`src/rtl/card_writer.sv`:
```
// Card issuance encoder: latches {account_info, acc_addr} and writes it to the stripe head
// as a framed stream: start sentinel 1011, 21 data bits MSB-first, odd parity, end sentinel 1111.
module card_writer #(
    parameter int CLKS_PER_BIT = 4
) (
    input  logic        clk,
    input  logic        rst,
    input  logic        Insert_Card,
    input  logic        write_req,
    input  logic [15:0] account_info,
    input  logic [4:0]  acc_addr,
    output logic        stripe_data,
    output logic        stripe_en,
    output logic        bit_strobe,
    output logic        busy,
    output logic        write_done,
    output logic        write_error
);

    localparam logic [2:0] S_IDLE   = 3'd0;
    localparam logic [2:0] S_START  = 3'd1;
    localparam logic [2:0] S_DATA   = 3'd2;
    localparam logic [2:0] S_PARITY = 3'd3;
    localparam logic [2:0] S_END    = 3'd4;
    localparam logic [2:0] S_DONE   = 3'd5;

    localparam logic [7:0] CNT_MAX  = 8'(CLKS_PER_BIT - 1);
    localparam logic [3:0] SENTINEL = 4'b1011;

    logic [2:0]  state_q, state_d;
    logic [7:0]  cnt_q, cnt_d;
    logic [4:0]  idx_q, idx_d;
    logic [20:0] shreg_q, shreg_d;
    logic        par_q, par_d;

    logic        sdata_q, sdata_d;
    logic        sen_q, sen_d;
    logic        strobe_q, strobe_d;
    logic        done_q, done_d;
    logic        err_q, err_d;

    logic        bit_end, last_bit, in_frame_d;
    logic [2:0]  adv_state;

    always_comb begin
        last_bit  = 1'b0;
        adv_state = S_IDLE;
        case (state_q)
            S_START:  begin last_bit = (idx_q == 5'd3);  adv_state = S_DATA;   end
            S_DATA:   begin last_bit = (idx_q == 5'd20); adv_state = S_PARITY; end
            S_PARITY: begin last_bit = 1'b1;             adv_state = S_END;    end
            S_END:    begin last_bit = (idx_q == 5'd3);  adv_state = S_DONE;   end
            default:  begin last_bit = 1'b0;             adv_state = S_IDLE;   end
        endcase
    end

    assign bit_end = (cnt_q == CNT_MAX);

    always_comb begin
        state_d = state_q;
        cnt_d   = cnt_q;
        idx_d   = idx_q;
        shreg_d = shreg_q;
        par_d   = par_q;
        err_d   = 1'b0;
        case (state_q)
            S_IDLE: begin
                if (write_req) begin
                    if (Insert_Card) begin
                        state_d = S_START;
                        shreg_d = {account_info, acc_addr};
                        par_d   = ~^{account_info, acc_addr};
                        cnt_d   = 8'd0;
                        idx_d   = 5'd0;
                    end else begin
                        err_d = 1'b1;
                    end
                end
            end
            S_START, S_DATA, S_PARITY, S_END: begin
                // Pulling the card mid-frame drops straight back to idle with an error pulse.
                if (!Insert_Card) begin
                    state_d = S_IDLE;
                    cnt_d   = 8'd0;
                    idx_d   = 5'd0;
                    err_d   = 1'b1;
                end else if (!bit_end) begin
                    cnt_d = cnt_q + 8'd1;
                end else begin
                    cnt_d = 8'd0;
                    if (state_q == S_DATA)
                        shreg_d = {shreg_q[19:0], 1'b0};
                    if (last_bit) begin
                        state_d = adv_state;
                        idx_d   = 5'd0;
                    end else begin
                        idx_d = idx_q + 5'd1;
                    end
                end
            end
            default: begin
                state_d = S_IDLE;
                cnt_d   = 8'd0;
                idx_d   = 5'd0;
            end
        endcase
    end

    // Outputs are decoded from next-state values so they register in step with the state.
    always_comb begin
        in_frame_d = (state_d == S_START) || (state_d == S_DATA) ||
                     (state_d == S_PARITY) || (state_d == S_END);
        case (state_d)
            S_START:  sdata_d = SENTINEL[~idx_d[1:0]];
            S_DATA:   sdata_d = shreg_d[20];
            S_PARITY: sdata_d = par_d;
            S_END:    sdata_d = 1'b1;
            default:  sdata_d = 1'b0;
        endcase
        sen_d    = in_frame_d;
        strobe_d = in_frame_d && (cnt_d == 8'd0);
        done_d   = (state_d == S_DONE);
    end

    always_ff @(posedge clk or posedge rst) begin
        if (rst) begin
            state_q  <= S_IDLE;
            cnt_q    <= 8'd0;
            idx_q    <= 5'd0;
            shreg_q  <= 21'd0;
            par_q    <= 1'b0;
            sdata_q  <= 1'b0;
            sen_q    <= 1'b0;
            strobe_q <= 1'b0;
            done_q   <= 1'b0;
            err_q    <= 1'b0;
        end else begin
            state_q  <= state_d;
            cnt_q    <= cnt_d;
            idx_q    <= idx_d;
            shreg_q  <= shreg_d;
            par_q    <= par_d;
            sdata_q  <= sdata_d;
            sen_q    <= sen_d;
            strobe_q <= strobe_d;
            done_q   <= done_d;
            err_q    <= err_d;
        end
    end

    assign stripe_data = sdata_q;
    assign stripe_en   = sen_q;
    assign busy        = sen_q;
    assign bit_strobe  = strobe_q;
    assign write_done  = done_q;
    assign write_error = err_q;

endmodule
```
`config.mk`:
```
export PLATFORM = sky130hd
export DESIGN_NAME = card_writer
export DESIGN_NICKNAME = d
export VERILOG_FILES = /design/src/rtl/card_writer.sv
export SDC_FILE = /design/constraint.sdc
export NUM_CORES = 1
export LEC_CHECK = 0
export CAP_MARGIN = 20
export CORE_ASPECT_RATIO = 0.6
export CORE_UTILIZATION = 45
export DETAILED_ROUTE_END_ITERATION = 12
export HOLD_SLACK_MARGIN = 0.12
export PLACE_DENSITY = 0.78
export SETUP_SLACK_MARGIN = 0.05
export SLEW_MARGIN = 25
export SYNTH_ARGS = -nofsm -noshare
export SYNTH_HDL_FRONTEND = slang
export SYNTH_SLANG_ARGS = --single-unit
```
`constraint.sdc`:
```
create_clock -name clk -period 6.95 [get_ports clk]
set_clock_uncertainty 0.2 [all_clocks]
set_input_delay 1.39 -clock clk [delete_from_list [all_inputs] [get_ports clk]]
set_output_delay 1.39 -clock clk [all_outputs]
set_load 0.01 [all_outputs]
```
==> results of run 1 <==
cell families (layout without fill, tap and decap cells):
kind of cell | Yosys count | count (layout)
multiplexers | 2 | 2
XOR/XNOR | 25 | 25
buffers and inverters | 21 | 50
flip-flops | 43 | 43
adder cells (fa/ha/maj) | 2 | 2
AND/OR/NAND/NOR | 73 | 73
AO/OA/AOI/OAI | 86 | 86
area by class of cell:
class,instances,area share
Timing Repair Buffer,34,0.116
Clock buffer,6,0.0254
Multi-Input combinational cell,188,0.438
Inverter,8,0.0105
Tap cell,66,0.0289
Sequential cell,43,0.377
Clock inverter,2,0.00439
sequential cells by signal (all words and copies together), names as in the netlist, 3 cells and up:
name	count
shreg_q	21
state_q	3
cnt_q	8
idx_q	5
critical path, cell delays in order:
cell             delay [ns]
clkdlybuf4s50_1        0.70
nor2b_1                0.26
nand2b_1               0.41
o21bai_1               0.50
buf_4                  0.28
o2bb2ai_1              0.14
mux2i_1                0.15
a22oi_1                0.09
routing by layer:
metal  track usage  wire length [µm]  vias up
li1              -                 -      974
met1         0.374              2950      966
met2         0.268              2130       60
met3        0.0478               367        4
met4        0.0441                42        0
met5             0                 0        -
worst max path at each step:
stage                      from          end  slack [ns]  cells past startpoint
floorplan           Insert_Card   bit_strobe        3.72                      6
global placement    Insert_Card  stripe_data        2.81                      8
detailed placement  Insert_Card  stripe_data        2.71                      8
CTS                 Insert_Card  stripe_data        3.02                      8
global route        Insert_Card  stripe_data        2.75                      8
finish              Insert_Card  stripe_data        2.97                      8
power breakdown:
group          internal (mW)  switching (mW)
Clock                 0.0703          0.0872
Combinational         0.0636          0.0654
Sequential             0.282          0.0208
cells in the final DEF, fill, tap and decap left out, types with 3 or more instances in the layout:
cell             Yosys  routed
buf_4                1       4
dfrtp_1             43      43
a21oi_1              6       6
a21o_1               3       3
clkbuf_8             0       5
o21ai_0             29      29
nor3_1               4       3
o2bb2ai_1            3       3
a22oi_1             21      21
xor2_1               4       4
nor2b_1              6       6
nand3_1              7       7
clkdlybuf4s50_1      0      30
and3_1               3       3
inv_1                8       7
xnor2_1             21      21
o31ai_1              4       4
nand2_1             27      27
nor2_1               7       7
a22o_1               7       7
==> results.json, run 1 <==
{
  "cts_tree": "built",
  "via_per_inst": 5.78,
  "postSynthCellCount": 252,
  "syn2layout_area_growth_pct": 18.7,
  "final_nets": 307,
  "hpwl_um": 4020,
  "post-synth-top-count-cell": "dfrtp_1",
  "synthFlopType": "dfrtp_1",
  "hold_path_class": "register to register",
  "wl_um": 5490,
  "outcome": "finished clean",
  "synth_area_um2": 2400,
  "cts_buffer_depth": 2,
  "pin_count": 31,
  "holdWs_ns": 0.284,
  "gp_congestion": 0.869,
  "layout.cells.non_filler": 347,
  "reg2reg_to": "bit_strobe",
  "cts_resized": 0,
  "start_util": 0.471,
  "reg2reg_from": "cnt_q[0]",
  "hold_viol": 0,
  "fin_ws_ns": 2.97,
  "yosys_warnings": 0,
  "postLayoutCoreUtil": 0.559,
  "first_pass_iters": 4,
  "worstHoldEndpoint": "shreg_q[2]",
  "worstHoldStart": "shreg_q[2]",
  "drcViolationCount": 0,
  "io_buffers": 30,
  "yosys-top-cells-area": "dfrtp_1 (45%), xnor2_1 (7.7%), a22oi_1 (6.6%)",
  "multi_input_area_um2": 1250,
  "drv_slew": 0,
  "fillCellCount": 475,
  "ff2ff_path_depth": 7,
  "drv_cap": 0,
  "tightest_slew_ns": 0.767,
  "synth_edf_count": 0,
  "regArea_um2": 1080,
  "synth_fa_ha_area_frac": 0.0104,
  "async_flop_share": 1.00,
  "postPlaceCellArea_um2": 2770,
  "dp.cells": 339,
  "ys_seq_area_frac": 0.448,
  "pre_cts_slack_ns": 2.71,
  "synth_top_cell_area_share": 0.448,
  "tns_ns": 0,
  "htree_levels": 2,
  "drive_above_1_share": 0.0747,
  "track_usage": 0.218,
  "final.min_clock_period_ns": 3.98,
  "power_mw": 0.589,
  "antenna_found_initial": 0,
  "cts_root_buf": "clkbuf_8",
  "r2r_slack_ns": 3.96,
  "clk_latency_ns": 0.29,
  "hold_depth": 2,
  "cp_max_fo": 22,
  "grt_overflow": 0,
  "fmax_mhz": 252,
  "synth_compound_area_frac": 0.243,
  "vias": 2004,
  "min_period_over_period": 0.572,
  "synth_nets": 279,
  "crit_type": "input pin to register",
  "finalSetupViolCount": 0,
  "synth_top_cell_by_area": "dfrtp_1",
  "cp.required_ns": 6.92,
  "numCtsBuffers": 5,
  "drt_iter0_markers": 159,
  "irDropWorstVdd_uv": 106,
  "post_cts_buffers": 0,
  "cts_hold_buf": 0,
  "grt_max_degree": 44,
  "clkSinkCount": 43,
  "power.density_nw_per_um2": 206,
  "synthMuxAreaShare": 0.00885,
  "wl_per_cell_um": 15.8,
  "ant_nets": 0,
  "grt_setup_unrepaired": "false",
  "die_y_um": 58.6,
  "yosys.area_share.simple": 0.164,
  "clkSlewWorstSetupHoldPaths_ns": 0.08,
  "fin_area_um2": 2850,
  "placementRows": 20,
  "dieArea_um2": 5650,
  "grt_pass1_wl_um": 9220,
  "synth_xor_area_frac": 0.0911,
  "start_kind": "input pin",
  "first_global_vias": 1830,
  "synth_top_family_by_area": "compound AO/OA/AOI/OAI gates",
  "antenna_cells": 0,
  "endpoint_kind": "register",
  "synth_cell_types": 50,
  "cp.arrival_ns": 3.94,
  "dieWidth_um": 96.4,
  "core_um2": 5100,
  "slew_headroom": 0.488,
  "synth_common_cells": "dfrtp_1 (43), o21ai_0 (29), nand2_1 (27)",
  "synth-seq-cells": 43,
  "syn_area_per_cell_um2": 9.54,
  "leakagePower_nw": 1.21
}
No activity file was read; power rests on OpenSTA's default activity.
==> run 2: changes to the inputs <==
--- a/config.mk
+++ b/config.mk
@@ -10,7 +10,7 @@
 export CORE_UTILIZATION = 45
 export DETAILED_ROUTE_END_ITERATION = 12
 export HOLD_SLACK_MARGIN = 0.12
-export PLACE_DENSITY = 0.78
+export PLACE_DENSITY = 0.81
 export SETUP_SLACK_MARGIN = 0.05
 export SLEW_MARGIN = 25
 export SYNTH_ARGS = -nofsm -noshare
==> constraint.sdc (replaced) <==
create_clock -name clk -period 3.6 [get_ports clk]
set_clock_uncertainty 0.2 [all_clocks]
set_input_delay 0.72 -clock clk [delete_from_list [all_inputs] [get_ports clk]]
set_output_delay 0.72 -clock clk [all_outputs]
set_load 0.01 [all_outputs]
==> results.json, run 2 (same netlist as run 1, synthesis figures left out) <==
{
  "gp_congestion": 0.920,
  "cp_max_fo": 9,
  "drive_above_1_share": 0.0851,
  "crit_buf_inv": 0,
  "clockPowerShare": 0.314,
  "dp.cells": 340,
  "top_register": "shreg_q",
  "core_um2": 5100,
  "cp-startpoint": "cnt_q[0]",
  "fillCellCount": 456,
  "dieWidth_um": 96.4,
  "numCtsBuffers": 5,
  "regArea_um2": 1080,
  "antenna_cells": 0,
  "start_util": 0.471,
  "ff2ff_path_depth": 7,
  "die_y_um": 58.6,
  "drt_iter0_markers": 167,
  "power_mw": 1.22,
  "vias": 2065,
  "layout.cells.non_filler": 348,
  "first_global_vias": 1868,
  "endpoint_kind": "register",
  "mostFrequentLayoutCells": "dfrtp_1 (43), clkdlybuf4s50_1 (30), o21ai_0 (29)",
  "cts_buffer_depth": 2,
  "p_seq_frac": 0.479,
  "final_common_cell": "dfrtp_1",
  "crit_chain": "ha_1 -> or3b_2 -> nor2_2 -> nor2_1 -> a22o_1 -> or4_4 -> nor4_2",
  "outcome": "finished clean",
  "holdWs_ns": 0.290,
  "hpwl_um": 4200,
  "cp-endpoint": "bit_strobe",
  "cp_slowest_cell": "or3b_2",
  "grt_setup_unrepaired": "false",
  "cp.arrival_ns": 3.05,
  "dieArea_um2": 5650,
  "switchingPower_mw": 0.346,
  "placementRows": 20,
  "clkSinkCount": 43,
  "min_period_over_period": 0.845,
  "grt_overflow": 0,
  "reg2reg_to": "bit_strobe",
  "cts_root_buf": "clkbuf_8",
  "drv_cap": 0,
  "grt_max_degree": 31,
  "p_comb_frac": 0.207,
  "final_nets": 308,
  "drv_slew": 0,
  "final.min_clock_period_ns": 3.04,
  "cts_hold_buf": 0,
  "post_cts_buffers": 0,
  "finalSetupViolCount": 0,
  "wl_per_cell_um": 16.5,
  "pre_cts_slack_ns": 0.433,
  "start_kind": "register",
  "fin_area_um2": 2890,
  "drcViolationCount": 0,
  "hold_path_class": "register to register",
  "first_pass_iters": 5,
  "r2r_slack_ns": 0.56,
  "syn2layout_area_growth_pct": 20.2,
  "postPlaceCellArea_um2": 2780,
  "cp_num_cells": 7,
  "cts_tree": "built",
  "tns_ns": 0,
  "cpPeakStageDelay_ns": 0.53,
  "power.density_nw_per_um2": 423,
  "p_int_mw": 0.875,
  "htree_levels": 2,
  "multi_input_area_um2": 1250,
  "pin_count": 31,
  "clkSlewWorstSetupHoldPaths_ns": 0.08,
  "switching_share": 0.284,
  "tightest_slew_ns": 0.888,
  "fmax_mhz": 329,
  "hold_viol": 0,
  "grt_pass1_wl_um": 9380,
  "largest_reg_flops": 21,
  "wl_um": 5740,
  "fin_ws_ns": 0.559,
  "reg_top3": "shreg_q: 21 flops, cnt_q: 8 flops, idx_q: 5 flops",
  "cp.required_ns": 3.61,
  "slew_headroom": 0.407,
  "postLayoutCoreUtil": 0.566,
  "irDropWorstVdd_uv": 231,
  "crit_type": "register to register",
  "ant_nets": 0,
  "reg2reg_from": "cnt_q[0]",
  "leakagePower_nw": 1.23,
  "via_per_inst": 5.93,
  "track_usage": 0.224,
  "cts_resized": 0,
  "cp_top_family": "simple AND/OR/NAND/NOR gates",
  "io_buffers": 30,
  "antenna_found_initial": 0,
  "clk_latency_ns": 0.30
}
==> run 2: changes by cell type in the layout (fill, tap and decap cells not counted), sizes merged <==
| cell | delta |
|---|---|
| bufinv | +1 |
| buf | +1 |
| clkinvlp | -1 |
| clkbuf | -1 |
| clkinv | +1 |
==> run 2: how the worst min path moves through the flow <==
stage                     cells past startpoint         from  slack (ns)           to
after floorplan                               2  shreg_q[10]        0.25  shreg_q[10]
after global placement                        2  shreg_q[17]        0.26  shreg_q[17]
after detailed placement                      2   shreg_q[8]        0.27   shreg_q[8]
after CTS                                     2   shreg_q[8]        0.29   shreg_q[8]
after global routing                          1   shreg_q[0]        0.32   shreg_q[0]
final                                         2   shreg_q[2]        0.29   shreg_q[2]
==> run 2: metal layers <==
layer | up-vias | track usage | part of all wire
met5 | - | 0 | 0
met1 | 1001 | 0.351 | 0.50
met4 | 0 | 0.0630 | 0.011
met3 | 6 | 0.0620 | 0.072
met2 | 81 | 0.298 | 0.41
li1 | 977 | - | -
==> run 2: layout make-up <==
| cell class | instances | share of cell area |
|---|---|---|
| Inverter | 8 | 0.0108 |
| Clock inverter | 3 | 0.0152 |
| Sequential cell | 43 | 0.372 |
| Multi-Input combinational cell | 188 | 0.432 |
| Timing Repair Buffer | 35 | 0.117 |
| Clock buffer | 5 | 0.0238 |
| Tap cell | 66 | 0.0286 |
==> run 2: worst reg2reg max path, cell delays in order, from the launching register on <==
cell	delay [ns]
dfrtp_1	0.43
ha_1	0.26
or3b_2	0.53
nor2_2	0.34
nor2_1	0.19
a22o_1	0.25
or4_4	0.53
nor4_2	0.21
==> run 2: power groups by stage <==
stage / Sequential (mW) / Combinational [mW] / Clock (mW)
2_1_floorplan: 0.582 / 0.170 / 0
3_3_place_gp: 0.589 / 0.246 / 0
3_5_place_dp: 0.592 / 0.253 / 0
4_1_cts: 0.583 / 0.255 / 0.388
5_1_grt: 0.591 / 0.281 / 0.406
6_report: 0.584 / 0.253 / 0.384
==> run 3: changes to the inputs <==
--- a/config.mk
+++ b/config.mk
@@ -10,7 +10,7 @@
 export CORE_UTILIZATION = 45
 export DETAILED_ROUTE_END_ITERATION = 12
 export HOLD_SLACK_MARGIN = 0.12
-export PLACE_DENSITY = 0.81
+export PLACE_DENSITY = 0.78
 export SETUP_SLACK_MARGIN = 0.05
 export SLEW_MARGIN = 25
 export SYNTH_ARGS = -nofsm -noshare
==> constraint.sdc (replaced) <==
create_clock -name clk -period 2.85 [get_ports clk]
set_clock_uncertainty 0.2 [all_clocks]
set_input_delay 0.57 -clock clk [delete_from_list [all_inputs] [get_ports clk]]
set_output_delay 0.57 -clock clk [all_outputs]
set_load 0.01 [all_outputs]
==> results.json, run 3 (same netlist as run 1, synthesis figures left out) <==
{
  "p_int_mw": 1.04,
  "min_period_over_period": 0.970,
  "cts_hold_buf": 0,
  "outcome": "finished clean",
  "pre_cts_slack_ns": 0.0661,
  "drv_slew": 0,
  "core_um2": 5100,
  "ant_nets": 0,
  "start_util": 0.471,
  "reg2reg_to": "bit_strobe",
  "largest_reg_flops": 21,
  "pin_count": 31,
  "grt_util_met2": 0.307,
  "final_nets": 324,
  "p_comb_frac": 0.239,
  "clk_latency_ns": 0.30,
  "dieArea_um2": 5650,
  "cpPeakStageDelay_ns": 0.60,
  "grt_setup_unrepaired": "true",
  "leakagePower_nw": 1.30,
  "switchingPower_mw": 0.458,
  "final_common_cell": "dfrtp_1",
  "clockPowerShare": 0.272,
  "antenna_cells": 0,
  "clkSlewWorstSetupHoldPaths_ns": 0.09,
  "p_seq_frac": 0.489,
  "cp_max_fo": 5,
  "reg2reg_from": "cnt_q[4]",
  "clkSinkCount": 43,
  "htree_levels": 2,
  "hold_path_class": "register to register",
  "antenna_found_initial": 0,
  "gp_congestion": 0.912,
  "grt_overflow": 0,
  "wl_per_cell_um": 16.5,
  "tightest_slew_ns": 0.732,
  "track_usage": 0.238,
  "crit_type": "register to register",
  "crit_chain": "or4_4 -> or2_4 -> a31o_1 -> a22o_1 -> or4_4 -> nor4_4",
  "grt.busiest_layer": "met1",
  "ff2ff_path_depth": 6,
  "hpwl_um": 4440,
  "die_y_um": 58.6,
  "finalSetupViolCount": 0,
  "mostFrequentLayoutCells": "dfrtp_1 (43), clkdlybuf4s50_1 (30), o21ai_0 (29)",
  "cp.required_ns": 2.87,
  "hold_depth": 2,
  "grt_use_met3": 0.0594,
  "top_register": "shreg_q",
  "drcViolationCount": 0,
  "grt_max_degree": 25,
  "numCtsBuffers": 5,
  "first_pass_iters": 6,
  "dieWidth_um": 96.4,
  "hold_viol": 0,
  "drive_above_1_share": 0.131,
  "placementRows": 20,
  "tns_ns": 0,
  "wl_um": 6010,
  "worstHoldStart": "shreg_q[10]",
  "reg_top3": "shreg_q: 21 flops, cnt_q: 8 flops, idx_q: 5 flops",
  "drt_iter0_markers": 169,
  "grt_util_met1": 0.384,
  "io_buffers": 30,
  "power_mw": 1.50,
  "vias": 2133,
  "final.min_clock_period_ns": 2.76,
  "r2r_slack_ns": 0.09,
  "fmax_mhz": 362,
  "cp_slowest_cell": "or4_4",
  "cts_tree": "built",
  "slew_headroom": 0.509,
  "syn2layout_area_growth_pct": 25.5,
  "drv_cap": 0,
  "grt_pass1_wl_um": 9980,
  "timing.critical_path.mode_cell": "or4_4",
  "start_kind": "register",
  "irDropWorstVdd_uv": 291,
  "switching_share": 0.305,
  "first_global_vias": 1972,
  "endpoint_kind": "register",
  "cp.arrival_ns": 2.78,
  "cts_buffer_depth": 2,
  "via_per_inst": 5.86,
  "fin_ws_ns": 0.0860,
  "holdWs_ns": 0.293,
  "worstHoldEndpoint": "shreg_q[10]",
  "cts_root_buf": "clkbuf_8",
  "power.density_nw_per_um2": 498
}
-- run 3: power groups by stage --
stage / logic [mW] / registers [mW] / clock network (mW)
after floorplan: 0.215 / 0.735 / 0
after global placement: 0.344 / 0.743 / 0
after detailed placement: 0.351 / 0.744 / 0
after CTS: 0.352 / 0.733 / 0.417
after global routing: 0.399 / 0.744 / 0.440
final: 0.358 / 0.734 / 0.409
-- run 3: worst max-delay path by stage --
stage / to / depth (start not counted) / slack (ns) / start
after global routing: bit_strobe / 6 / 0.03 / cnt_q[4]
after floorplan: bit_strobe / 7 / 0.12 / cnt_q[0]
after CTS: bit_strobe / 7 / 0.07 / cnt_q[0]
final: bit_strobe / 6 / 0.09 / cnt_q[4]
after detailed placement: bit_strobe / 6 / 0.07 / Insert_Card
after global placement: bit_strobe / 6 / 0.13 / Insert_Card
-- run 3: critical path: cells and delay by family, from the launching register on --
family,cells,cell delay [ns]
AND/OR/NAND/NOR,4,1.61
AO/OA/AOI/OAI,2,0.43
flip-flops,1,0.43
-- run 3: cell type report --
type	instances	area [µm²]
well taps	66	82.6
repair buffers	51	470
inverters	8	30.0
clock inverters	3	23.8
flip-flops and latches	43	1080
multi-input cells	188	1260
clock buffers	5	68.8
fillers	465	2090
-- run 3: through the flow --
stage / cell area (µm²) / utilization / cells
after detailed placement: 2890 / 0.567 / 354
after CTS: 2990 / 0.585 / 362
final: 3020 / 0.591 / 364
after global routing: 3020 / 0.591 / 364
after global placement: 2890 / 0.567 / 354
after floorplan: 2400 / - / 252
-- run 3: routing by layer --
metal / vias up / share of wire
met5: - / 0
met4: 0 / 0.015
met3: 11 / 0.087
met2: 107 / 0.39
met1: 1006 / 0.50
li1: 1009 / -
-- run 3: timing repair --
action / 4_1_cts / 5_1_grt
gates resized for setup: 0 / 3
endpoints found under the setup margin: 0 / 1
setup buffers: 0 / 2
